[config.mk]
export PLATFORM = sky130hd
export DESIGN_NAME = pixel_stream_packer
export DESIGN_NICKNAME = d
export VERILOG_FILES = /design/src/rtl/pixel_stream_packer.sv
export SDC_FILE = /design/constraint.sdc
export NUM_CORES = 1
export LEC_CHECK = 0
export CORE_MARGIN = 5
export CORE_UTILIZATION = 34
export CTS_CLUSTER_SIZE = 12
export DETAILED_ROUTE_END_ITERATION = 8
export GPL_TIMING_DRIVEN = 0
export PLACE_DENSITY_LB_ADDON = 0.25
export SLEW_MARGIN = 10
export SYNTH_ARGS = -nofsm -noshare
export SYNTH_HDL_FRONTEND = slang
export SYNTH_SLANG_ARGS = --single-unit
[constraint.sdc]
create_clock -name clk -period 7.8 [get_ports clk]
set_clock_uncertainty 0.2 [all_clocks]
set_input_delay 1.56 -clock clk [delete_from_list [all_inputs] [get_ports clk]]
set_output_delay 1.56 -clock clk [all_outputs]
set_load 0.01 [all_outputs]
[src/rtl/pixel_stream_packer.sv]
// pixel_stream_packer: packs 24-bit RGB pixels densely into 32-bit AXI4-Stream
// words (four pixels -> three words), line by line, through a small FWFT FIFO.
// sof is carried to tuser on the first word of a frame, last_x to tlast.
module pixel_stream_packer #(
  parameter int FIFO_DEPTH = 16
) (
  input  logic        clk,
  input  logic        reset_n,
  input  logic        valid_in,
  input  logic [7:0]  r_in,
  input  logic [7:0]  g_in,
  input  logic [7:0]  b_in,
  input  logic        sof_in,
  input  logic        last_x_in,
  output logic        ready_out,
  output logic [31:0] m_tdata,
  output logic        m_tvalid,
  input  logic        m_tready,
  output logic        m_tlast,
  output logic        m_tuser,
  output logic        sof_err
);

  localparam int PW = $clog2(FIFO_DEPTH);
  localparam logic [PW:0] FULL_FILL = (PW+1)'(FIFO_DEPTH);

  typedef enum logic {ACCEPT, FLUSH} state_t;

  state_t        state, state_next;
  logic [47:0]   acc, acc_next;
  logic [2:0]    cnt, cnt_next;
  logic          sof_pending, sof_pending_next;
  logic          sof_err_next;

  logic [PW-1:0] wr_ptr, rd_ptr;
  logic [PW:0]   fill;
  logic [33:0]   mem [FIFO_DEPTH];
  logic [33:0]   head;

  logic          fifo_full;
  logic          accept;
  logic          restart;
  logic          tuser_eff;
  logic [47:0]   base_acc, appended;
  logic [2:0]    base_cnt, new_cnt;
  logic          push, pop;
  logic [33:0]   push_word;

  // Reset is folded in so upstream sees ready low the moment reset_n drops.
  assign fifo_full = (fill == FULL_FILL);
  assign ready_out = reset_n && (state == ACCEPT) && !fifo_full;
  assign accept    = valid_in && ready_out;

  assign head     = mem[rd_ptr];
  assign m_tvalid = (fill != '0);
  assign m_tdata  = m_tvalid ? head[31:0] : 32'h0;
  assign m_tlast  = m_tvalid && head[32];
  assign m_tuser  = m_tvalid && head[33];
  assign pop      = m_tvalid && m_tready;

  // Append the incoming pixel to the byte accumulator and decide what word, if any, is written this edge.
  always_comb begin
    state_next       = state;
    acc_next         = acc;
    cnt_next         = cnt;
    sof_pending_next = sof_pending;
    sof_err_next     = sof_err;
    push             = 1'b0;
    push_word        = '0;

    restart   = sof_in && (cnt != 3'd0);
    base_acc  = restart ? 48'h0 : acc;
    base_cnt  = restart ? 3'd0 : cnt;
    appended  = base_acc | ({24'h0, b_in, g_in, r_in} << {base_cnt, 3'b000});
    new_cnt   = base_cnt + 3'd3;
    tuser_eff = sof_pending || (accept && sof_in);

    case (state)
      ACCEPT: begin
        if (accept) begin
          if (restart) sof_err_next = 1'b1;
          if (last_x_in) begin
            push = 1'b1;
            if (new_cnt == 3'd3) begin
              push_word = {tuser_eff, 1'b1, 8'h00, appended[23:0]};
              acc_next  = 48'h0;
              cnt_next  = 3'd0;
            end else if (new_cnt == 3'd4) begin
              push_word = {tuser_eff, 1'b1, appended[31:0]};
              acc_next  = 48'h0;
              cnt_next  = 3'd0;
            end else begin
              push_word  = {tuser_eff, 1'b0, appended[31:0]};
              acc_next   = {32'h0, appended[47:32]};
              cnt_next   = new_cnt - 3'd4;
              state_next = FLUSH;
            end
          end else if (new_cnt >= 3'd4) begin
            push      = 1'b1;
            push_word = {tuser_eff, 1'b0, appended[31:0]};
            acc_next  = {32'h0, appended[47:32]};
            cnt_next  = new_cnt - 3'd4;
          end else begin
            acc_next = appended;
            cnt_next = new_cnt;
          end
          sof_pending_next = push ? 1'b0 : tuser_eff;
        end
      end
      FLUSH: begin
        if (!fifo_full) begin
          push             = 1'b1;
          push_word        = {sof_pending, 1'b1, acc[31:0]};
          acc_next         = 48'h0;
          cnt_next         = 3'd0;
          sof_pending_next = 1'b0;
          state_next       = ACCEPT;
        end
      end
      default: state_next = ACCEPT;
    endcase
  end

  // Packer state register: FSM state, accumulator and frame flags.
  always_ff @(posedge clk or negedge reset_n) begin
    if (!reset_n) begin
      state       <= ACCEPT;
      acc         <= 48'h0;
      cnt         <= 3'd0;
      sof_pending <= 1'b0;
      sof_err     <= 1'b0;
    end else begin
      state       <= state_next;
      acc         <= acc_next;
      cnt         <= cnt_next;
      sof_pending <= sof_pending_next;
      sof_err     <= sof_err_next;
    end
  end

  // FIFO storage; contents need no reset because fill gates every read.
  always_ff @(posedge clk) begin
    if (push) mem[wr_ptr] <= push_word;
  end

  // FIFO pointers and fill count; a push is never issued while full.
  always_ff @(posedge clk or negedge reset_n) begin
    if (!reset_n) begin
      wr_ptr <= '0;
      rd_ptr <= '0;
      fill   <= '0;
    end else begin
      if (push) wr_ptr <= wr_ptr + PW'(1);
      if (pop)  rd_ptr <= rd_ptr + PW'(1);
      case ({push, pop})
        2'b10:   fill <= fill + (PW+1)'(1);
        2'b01:   fill <= fill - (PW+1)'(1);
        default: fill <= fill;
      endcase
    end
  end

endmodule

# Word level (Yosys, flattened, before mapping)
# Memories as Yosys holds them, arrays and structs flattened.
# Index checks and enable logic that the tools add are counted.
[classes] n_reduce_logical=15 mux=44 n_addsub=6 eq_ne=7 n_lt_le_gt_ge=1 bitwise=2 n_shift=1
[op_table] cell="$mux 48" count=5
[op_table] cell="$mux 34" count=4
[op_table] cell="$pmux 48 s2" count=1
[op_table] cell="$pmux 34 s2" count=1
[op_table] cell="$mux 33" count=2
[op_table] cell="$or 48x48->48" count=1
[op_table] cell="$shl 24x6->48" count=1
[op_table] cell="$mux 16" count=2
[op_table] cell="$mux 32" count=1
[op_table] cell="$mux 3" count=7
[op_table] cell="$mux 1" count=16
[op_table] cell="$pmux 5 s2" count=1
[op_table] cell="$add 4x1->4 const B" count=2
[op_table] cell="$logic_and 1x1->1" count=8
[op_table] cell="$pmux 1 s2" count=3
[op_table] cell="$pmux 3 s2" count=1
[op_table] cell="$add 5x1->5 const B" count=1
[op_table] cell="$eq 5x5->1 const B" count=1
[op_table] cell="$reduce_bool 5->1" count=1
[op_table] cell="$sub 5x1->5 const B" count=1
[op_table] cell="$ne 2x2->1 const B" count=2
[op_table] cell="$add 3x2->3 const B" count=1
[op_table] cell="$eq 3x2->1 const B" count=1
[op_table] cell="$eq 3x3->1 const B" count=1
[op_table] cell="11 further kinds" count=11
[totals] inputBits=30 ram_bits=544 n_memories=1 out_inout_bits=37 register_bits=67
[mem_list] name="mem" depth=16 word_bits=34 read_ports=1 rd_clocked_by_memory_dff=0 wr=1 line="37" rtl="logic [33:0] mem [FIFO_DEPTH];"

# Longest topological paths before layout
# Gate-level depths: netlist (run 1).
[logic_depth] depth_word=13 ltp_mapped=17 ltp_nobuf=15

# Worst setup path after synthesis (run 1)
# Ideal clock, no wire load.
[synth_path] path_kind="in2reg" start="in sof_in" end="mem mem[0][0], enable pin" cell_stages=8 path_slack_ns=1.926 t_required_ns=7.133 arrival_ns=5.207 cell_sequence="nor2b_1 -> clkbuf_1 -> inv_2 -> ha_1 -> xnor2_2 -> a21oi_2 -> o211ai_1 -> nor3_1"
[synth_between] elab_chain_cells=12
[synth_rtl] item="start: declaration" line="13" rtl="input logic sof_in,"
[synth_rtl] item="$logic_and 1x1->1" line="71" rtl="restart = sof_in && (cnt != 3'd0);"
[synth_rtl] item="$mux 3" line="73" rtl="base_cnt = restart ? 3'd0 : cnt;"
[synth_rtl] item="$add 3x2->3" line="75" rtl="new_cnt = base_cnt + 3'd3;"
[synth_rtl] item="$ge 3x3->1" line="98" rtl="end else if (new_cnt >= 3'd4) begin"
[synth_rtl] item="$mux 1" line="98"
[synth_rtl] item="$mux 1" line="82" rtl="if (last_x_in) begin"
[synth_rtl] item="$mux 1" line="80" rtl="if (accept) begin"
[synth_rtl] item="$mux 1" line="78" rtl="case (state)"
[synth_rtl] item="$mux 1" line="80"
[synth_rtl] item="$pmux 1 s2" line="78"
[synth_rtl] item="$mux 1" line="143" rtl="if (push) mem[wr_ptr] <= push_word;"
[synth_rtl] item="$mux 1 (not written as such)" line="143"
[synth_rtl] item="end: declaration" line="37"
# Every way passes these cells. The select of a mux whose other input is x is not followed.

# Worst setup path after layout (run 1)
[layout_path] start="reg fill[1]" end="out m_tdata[28]"
[layout_between] elab_chain_cells=2
[layout_rtl] item="start: declaration" line="36" rtl="logic [PW:0] fill;"
[layout_rtl] item="start signal: assignment" line="156" rtl="2'b10: fill <= fill + (PW+1)'(1);"
[layout_rtl] item="start signal: assignment" line="157" rtl="2'b01: fill <= fill - (PW+1)'(1);"
[layout_rtl] item="start signal: assignment" line="158" rtl="default: fill <= fill;"
[layout_rtl] item="$reduce_bool 5->1" line="55" rtl="assign m_tvalid = (fill != '0);"
[layout_rtl] item="$mux 32" line="56" rtl="assign m_tdata = m_tvalid ? head[31:0] : 32'h0;"
[layout_rtl] item="end: declaration" line="16" rtl="output logic [31:0] m_tdata,"
# Every way passes these cells.

==> results.json, run 1 <==
{
  "min_period_over_period_pct": 72.77,
  "period_minus_slack_ns": 5.676,
  "fin_hold_ws_ns": 0.2853,
  "final_nets": 1513,
  "rows": 99,
  "yosysSeqAreaShare_pct": 71.89,
  "wire_per_inst_um": 26.13,
  "netlist_area_um2": 25050,
  "place_ws_ns": 2.134,
  "start_kind": "register",
  "yosys_warnings": 0,
  "antenna_found_initial": 0,
  "status": "completed",
  "portBuffers": 66,
  "power_per_cell_area_nw_per_um2": 365.7,
  "die_area_um2": 79220,
  "ant_nets": 0,
  "hold_violations": 0,
  "rsz0062_at_grt": "no",
  "area_growth_pct": 18.23,
  "grtUsageTotal_pct": 16.45,
  "cp.arrival_ns": 3.92,
  "ios": 67,
  "finalSetupViolCount": 0,
  "cts_hold_buf": 0,
  "globalplace.congestion": 0.8362,
  "grt_pass1_wl_um": 96020,
  "peakVddDrop_mv": 0.2207,
  "clk_path_buf_depth": 3,
  "drv_slew": 0,
  "cp_max_fo": 10,
  "die_w_um": 281.5,
  "critical_path_class": "register to output port",
  "core-area_um2": 72960,
  "clock_latency_ns": 0.60,
  "synth_edf_count": 544,
  "drv_cap": 0,
  "wl_um": 64950,
  "synth_top_cell_by_area": "edfxtp_1",
  "root_buffer": "clkbuf_16",
  "slew_headroom_pct": 22.90,
  "drc": 0,
  "tightest_slew_ns": 1.154,
  "grt_overflow": 0,
  "leakagePower_nw": 9.912,
  "synth_area_leaders": "edfxtp_1 (65%), mux4_2 (12%), dfrtp_1 (6.7%), mux2i_1 (3.7%), a22o_1 (2.0%)",
  "syn_avg_cell_area_um2": 19.18,
  "dieHeight_um": 281.5,
  "cts_max_level": 3,
  "drive_above_1_share_pct": 22.15,
  "synthArstFlopShare_pct": 10.97,
  "cts.clk_slew.worst_paths_ns": 0.06,
  "grt_max_degree": 60,
  "ys_types": 57,
  "ys_ff_latch": 611,
  "setup_ws_ns": 2.124,
  "synth_cells": 1306,
  "dp.final_hpwl_um": 42680,
  "cts_resized": 0,
  "grt_pass1_vias": 14070,
  "post_cts_buffers": 0,
  "dr_total_vias": 13430,
  "initial_core_util_pct": 34.34,
  "synth_ff_type": "edfxtp_1",
  "max_freq_ghz": 0.1762,
  "cts_tree": "yes",
  "drt_iter0_drc": 1034,
  "dr.pass1.iters": 8,
  "crit_required_ns": 6.04,
  "via_per_inst": 5.403,
  "critPathCaptureType": "output port",
  "clock_sinks": 611,
  "holdCritPathClass": "register to register",
  "yosysTopAreaCellShare_pct": 65.20,
  "numCtsBuffers": 68,
  "synth_nets": 1347
}
## cell usage after synthesis, types with 7 or more instances
master,count
a21oi_1,15
a221oi_1,8
a222oi_1,7
a22o_1,57
a22oi_1,24
buf_1,13
buf_2,40
clkbuf_1,29
dfrtp_1,67
edfxtp_1,544
ha_1,11
inv_1,7
mux2_2,8
mux2i_1,92
mux4_2,136
nand2_1,24
nand2b_1,14
nor2_1,30
nor2b_1,11
o21ai_0,20
o21ai_1,23
o221ai_1,8
o22ai_1,34
o2bb2ai_1,8
or3_1,8
xnor2_1,7
## critical path, cell delays in order (launching register included)
cell and delay, ns:
dfrtp_1 0.36, buf_2 0.17, nor4_4 0.49, nand2b_2 0.24, nand2_1 0.55, clkbuf_1 0.64
o22ai_1 0.30, clkdlybuf4s50_1 0.58
## through the flow
step	power (mW)	std cells	TNS (ns)	util [%]	area, µm²
floorplan	6.395	1306	0	-	25050
global placement	7.785	2331	-1423.47	36.89	26910
detailed placement	7.875	2361	0	37.65	27470
CTS	10.99	2485	0	40.60	29620
global route	11.36	2485	0	40.60	29620
finish	10.83	2486	0	40.60	29620
## state kept, by name (all words and copies together), names as in the netlist
name / count
mem: 544
rd_ptr: 4
acc: 48
sof_err: 1
cnt: 3
fill: 5
sof_pending: 1
state: 1
wr_ptr: 4
## placed cells by master (no fill, tap or decap), drive strengths merged, types with 3 or more instances in the layout
cell and instances:
edfxtp 544, mux4 136, clkbuf 128, mux2i 92
buf 87, dfrtp 67, clkdlybuf4s50 65, a22o 57
o21ai 43, o22ai 34, nor2 30, nand2 25
a22oi 24, a21oi 17, nand2b 16, clkinv 15
inv 13, nor2b 11, ha 11, mux2 11
o221ai 8, o2bb2ai 8, or3 8, a221oi 8
nor3 8, xnor2 8, a222oi 7, xor2 6
o211ai 5, nand3 4, bufinv 4, a21o 3
## cell families (layout without fill, tap and decap cells)
kind of cell	count (synthesis)	count (layout)	synth area share [%]
buffers and inverters	94	314	1.698
xor gates and xnor gates	14	14	0.5194
adders and majority gates	11	11	0.5493
AOI/OAI and AO/OA	226	226	6.592
DFF	611	611	71.89
and+or+nand+nor	111	111	2.352
other	0	1	0
muxes	239	239	16.40
## worst paths after layout
path                       slack (ns)           to    start  cells past startpoint
max                              2.12  m_tdata[28]  fill[1]                      7
min                              0.29      acc[32]  acc[32]                      2
max reg2reg                      3.62      fill[4]   cnt[1]                     17
min reg2reg                      0.29      acc[32]  acc[32]                      2
max in group asynchronous        6.23      acc[18]  reset_n                      2
min in group asynchronous        0.61      acc[46]  reset_n                      1
## final cells by class
class / count / area, µm²
fill: 6450 / 43340
sequential: 611 / 18010
multi-input combinational: 601 / 6726
clock buffer: 99 / 1901
tap: 959 / 1200
timing repair buffer: 96 / 1107
buffer: 85 / 391.6
clock inverter: 25 / 246.5
inverter: 9 / 33.78
antenna: 1 / 2.502
## per-layer routing
layer,up-vias,part of all wire (%),wire length [µm],track usage [%]
li1,5781,-,-,-
met1,7156,45,29090,23.50
met2,407,48,30970,26.26
met3,88,5.4,3479,2.931
met4,0,2.2,1409,4.560
met5,-,0,0,0
## report_power, final
part,switching [mW],internal (mW)
clock,1.27,1.83
sequential,0.131,3.93
combinational,2.06,1.61
total,3.46,7.37
No activity file was read; power rests on OpenSTA's default activity.
==> inputs of run 2 (changes only) <==
==> constraint.sdc (replaced) <==
create_clock -name clk -period 5.3 [get_ports clk]
set_clock_uncertainty 0.2 [all_clocks]
set_input_delay 1.06 -clock clk [delete_from_list [all_inputs] [get_ports clk]]
set_output_delay 1.06 -clock clk [all_outputs]
set_load 0.01 [all_outputs]
==> run 2 against run 1 <==
Compared with the run above: die area did not move; wire length is 0.12% higher; core utilization increased by 0.11 points; hold slack lost 0.055 ns; first-iteration DRC count rose by 8.0%; sequential power is 47% higher; non-clock buffer count decreased by 3; largest power group unchanged.
==> results.json, run 2 (synthesized netlist as in run 1, its figures left out) <==
{
  "status": "completed",
  "rsz0062_at_grt": "no",
  "setup-tns-final_ns": 0,
  "slew_headroom_pct": 25.05,
  "antenna_found_initial": 0,
  "switchingPower_mw": 5.100,
  "clock_sinks": 611,
  "drc": 0,
  "cts.clk_slew.worst_paths_ns": 0.06,
  "area_growth_pct": 18.54,
  "wl_um": 65020,
  "globalplace.congestion": 0.8484,
  "grtUsageTotal_pct": 16.42,
  "initial_core_util_pct": 34.34,
  "portBuffers": 66,
  "via_per_inst": 5.463,
  "swShare_pct": 32.13,
  "dieHeight_um": 281.5,
  "root_buffer": "clkbuf_16",
  "hold_violations": 0,
  "largestRegisters": "mem: 544 flops, acc: 48 flops, fill: 5 flops",
  "cpMaxStageDelayCell": "clkbuf_1",
  "cts_max_level": 3,
  "clk_path_buf_depth": 3,
  "fin_hold_ws_ns": 0.2301,
  "final_nets": 1509,
  "start_kind": "register",
  "grt_overflow": 0,
  "cts_hold_buf": 0,
  "diodes": 0,
  "drv_slew": 0,
  "seq_power_share_pct": 37.7,
  "cp_max_fo": 10,
  "cpPeakStageDelay_ns": 0.57,
  "cts_tree": "yes",
  "critical_path_class": "register to output port",
  "period_minus_slack_ns": 5.028,
  "internal_power_mw": 10.78,
  "crit_chain": "buf_2 > nor4_4 > nand2b_2 > nand2_1 > clkbuf_1 > o22ai_1 > clkdlybuf4s50_1",
  "drive_above_1_share_pct": 22.49,
  "leakagePower_nw": 9.940,
  "die_w_um": 281.5,
  "tightest_slew_ns": 1.124,
  "grt_max_degree": 37,
  "critPathCaptureType": "output port",
  "largest_register_ff_count": 544,
  "finalSetupViolCount": 0,
  "regArea_um2": 18010,
  "min_period_over_period_pct": 94.88,
  "power_per_cell_area_nw_per_um2": 534.6,
  "postLayoutCoreUtil_pct": 40.71,
  "dpl_cell_area_um2": 27620,
  "grt_pass1_wl_um": 95800,
  "drv_cap": 0,
  "final_area_um2": 29700,
  "power_mw": 15.88,
  "ios": 67,
  "core-area_um2": 72960,
  "dr_total_vias": 13500,
  "dr.pass1.iters": 9,
  "max_freq_ghz": 0.1989,
  "grt_pass1_vias": 14100,
  "die_area_um2": 79220,
  "power_frac_comb_pct": 34.2,
  "layout_common_cells": "edfxtp_1 (544), mux4_2 (136), mux2i_1 (92)",
  "holdCritPathClass": "input pin to asynchronous set/reset pin",
  "multiInputGateArea_um2": 6755,
  "clock_latency_ns": 0.60,
  "numCtsBuffers": 67,
  "wire_per_inst_um": 26.31,
  "cp.arrival_ns": 3.77,
  "dp.final_hpwl_um": 43260,
  "peakVddDrop_mv": 0.2279,
  "crit_required_ns": 4.04,
  "drt_iter0_drc": 1117,
  "top_register": "mem",
  "rows": 99,
  "fillers": 6438,
  "ant_nets": 0,
  "clkPwrFrac_pct": 28.2,
  "layout_commonest_cell": "edfxtp_1"
}
## run 2: routing by layer
metal / routed length [µm] / track usage (%) / vias up
met5: 0 / 0 / -
met4: 1520 / 4.673 / 0
met3: 3465 / 2.790 / 97
met2: 31480 / 26.73 / 417
met1: 28550 / 23.02 / 7219
li1: - / - / 5766
## run 2: path summary, 6_finish.rpt
kind,start,endpoint,slack (ns),cells past startpoint
max in group asynchronous,reset_n,rd_ptr[2],4.08,2
worst max register to register,cnt[1],fill[4],1.08,17
worst max-delay path,fill[1],m_tdata[16],0.27,7
min in group clk,acc[42],acc[42],0.29,2
worst min-delay path,reset_n,acc[46],0.23,1
worst min register to register,acc[42],acc[42],0.29,2
## run 2: critical path: cells and delay by family (launching register included)
| kind | cells | cell delay, ns |
|---|---|---|
| DFF | 1 | 0.35 |
| AOI/OAI and AO/OA | 1 | 0.24 |
| and+or+nand+nor | 3 | 1.30 |
| buffers and inverters | 3 | 1.28 |
## run 2: stage by stage
| stage | instances | setup WS, ns |
|---|---|---|
| floorplan | 1306 | 0.8310 |
| global placement | 2331 | -4.387 |
| detailed placement | 2358 | 0.1322 |
| CTS | 2471 | 0.001574 |
| global route | 2471 | 0.06481 |
| finish | 2471 | 0.2716 |
## run 2: what timing repair did
action,in CTS,in global routing
setup endpoints to repair,3,2
setup buffers,0,0
gates resized for setup,1,3
pin swaps,0,0
## run 2: cell type report
class                           count  area share (%)
Timing Repair Buffer               93           4.129
Clock inverter                     28          0.9100
Clock buffer                       85           6.088
Inverter                            9          0.1137
Tap cell                          959           4.040
Multi-Input combinational cell    601           22.75
Sequential cell                   611           60.65
Buffer                             85           1.327
## run 2: power groups by stage
stage	Combinational, mW	Sequential [mW]	Clock, mW
after floorplan	3.39	6.02	0
after global placement	5.36	6.08	0
after detailed placement	5.53	6.07	0
after CTS	5.55	5.97	4.57
after global routing	5.84	6.01	4.77
final	5.43	5.98	4.47
==> inputs of run 3 (changes only) <==
--- a/config.mk
+++ b/config.mk
@@ -9,7 +9,6 @@
 export CORE_UTILIZATION = 34
 export CTS_CLUSTER_SIZE = 12
 export DETAILED_ROUTE_END_ITERATION = 8
-export GPL_TIMING_DRIVEN = 0
 export PLACE_DENSITY_LB_ADDON = 0.25
 export SLEW_MARGIN = 10
 export SYNTH_ARGS = -nofsm -noshare
==> run 3 against run 2 <==
Compared with the run above: power is 1.5% lower; sequential share of layout area is 0.87 points higher; final area is 1.4% lower; global-route usage is 0.74 points lower; hold slack worse by 0.031 ns; final cell count is 2.6% lower; sequential cell count stayed put; die area stayed put; critical endpoint is now m_tdata[0].
==> results.json, run 3 (synthesized netlist as in run 1, its figures left out) <==
{
  "core-area_um2": 72960,
  "finalSetupViolCount": 0,
  "start_kind": "register",
  "portBuffers": 66,
  "drv_cap": 0,
  "setup_ws_ns": 0.3908,
  "die_area_um2": 79220,
  "layout_commonest_cell": "edfxtp_1",
  "wl_um": 62310,
  "grt_pass1_vias": 13700,
  "wire_per_inst_um": 25.90,
  "post_cts_buffers": 0,
  "grt_overflow": 0,
  "cp_max_fo": 25,
  "power_per_cell_area_nw_per_um2": 533.9,
  "diodes": 0,
  "drive_above_1_share_pct": 21.98,
  "place_ws_ns": 0.5963,
  "drt_iter0_drc": 1209,
  "hold_violations": 0,
  "clock_sinks": 611,
  "tightest_slew_ns": 1.224,
  "largest_register_ff_count": 544,
  "setup-tns-final_ns": 0,
  "grt_pass1_wl_um": 92390,
  "cp.arrival_ns": 3.65,
  "via_per_inst": 5.462,
  "place_inst": 2293,
  "max_freq_ghz": 0.2037,
  "globalplace.congestion": 0.8286,
  "reg2reg_depth": 15,
  "grt_max_degree": 49,
  "slew_headroom_pct": 18.43,
  "final_cell_count_no_fill": 2406,
  "fillers": 6451,
  "drc": 0,
  "grtUsageTotal_pct": 15.68,
  "crit_required_ns": 4.04,
  "rsz0062_at_grt": "no",
  "clock_latency_ns": 0.59,
  "final_nets": 1445,
  "clk_path_buf_depth": 3,
  "cts_max_level": 3,
  "antenna_found_initial": 5,
  "drv_slew": 0,
  "min_period_over_period_pct": 92.63,
  "final_area_um2": 29300,
  "root_buffer": "clkbuf_16",
  "die_w_um": 281.5,
  "cts_resized": 0,
  "leakagePower_nw": 9.745,
  "dr.pass1.iters": 7,
  "holdCritPathClass": "input pin to asynchronous set/reset pin",
  "peakVddDrop_mv": 0.2862,
  "area_growth_pct": 16.93,
  "critical_path_class": "register to output port",
  "initial_core_util_pct": 34.34,
  "critPathCaptureType": "output port",
  "period_minus_slack_ns": 4.909,
  "status": "completed",
  "cts_hold_buf": 0,
  "dpl_cell_area_um2": 27240,
  "fin_hold_ws_ns": 0.1989,
  "layout_common_cells": "edfxtp_1 (544), mux4_2 (136), mux2i_1 (92)",
  "dieHeight_um": 281.5,
  "numCtsBuffers": 68,
  "rows": 99,
  "dp.final_hpwl_um": 36400,
  "dr_total_vias": 13140,
  "cts.clk_slew.worst_paths_ns": 0.06,
  "ios": 67,
  "top_register": "mem",
  "largestRegisters": "mem: 544 flops, acc: 48 flops, fill: 5 flops",
  "cts_tree": "yes",
  "ant_nets": 0
}
==> run 3: path summary, 6_finish.rpt <==
path | slack, ns | start | end
max in group asynchronous | 3.70 | reset_n | rd_ptr[0]
min in group clk | 0.28 | acc[34] | acc[34]
worst max-delay path | 0.39 | fill[1] | m_tdata[0]
worst max register to register | 1.39 | cnt[1] | fill[4]
worst min register to register | 0.28 | acc[34] | acc[34]
worst min-delay path | 0.20 | reset_n | acc[13]
==> run 3: stage by stage <==
stage | total power [mW] | utilization (%)
after global placement | 11.42 | 37.34
after floorplan | 9.415 | -
after detailed placement | 11.45 | 37.34
final | 15.64 | 40.15
after CTS | 15.87 | 40.15
after global routing | 16.37 | 40.15
==> run 3: where the power goes <==
| group | internal [mW] | switching (mW) |
|---|---|---|
| Clock | 2.58 | 1.83 |
| Combinational | 2.35 | 2.60 |
| Sequential | 5.79 | 0.497 |
| Total | 10.7 | 4.93 |
==> run 3: layer usage <==
| layer | up-vias | track usage, % | wire (µm) |
|---|---|---|---|
| met5 | - | 0 | 0 |
| met1 | 7046 | 22.66 | 28440 |
| met3 | 83 | 2.559 | 3023 |
| met2 | 381 | 25.10 | 29610 |
| li1 | 5632 | - | - |
| met4 | 0 | 3.948 | 1229 |
==> run 3: area by class of cell <==
cell class | instances | area, µm² | share of cell area, %
flip-flops and latches | 611 | 18020 | 61.52
multi-input cells | 601 | 6774 | 23.12
clock buffers | 87 | 1826 | 6.231
repair buffers | 113 | 1211 | 4.134
well taps | 959 | 1200 | 4.096
clock inverters | 26 | 227.7 | 0.7773
inverters | 9 | 33.78 | 0.1153
==> run 3: critical path, stage by stage (launching register included) <==
cell	delay (ns)
dfrtp_1	0.47
nor4_4	0.53
nand2b_2	0.20
nand2_2	0.72
buf_4	0.38
o22ai_1	0.19
clkdlybuf4s50_1	0.52
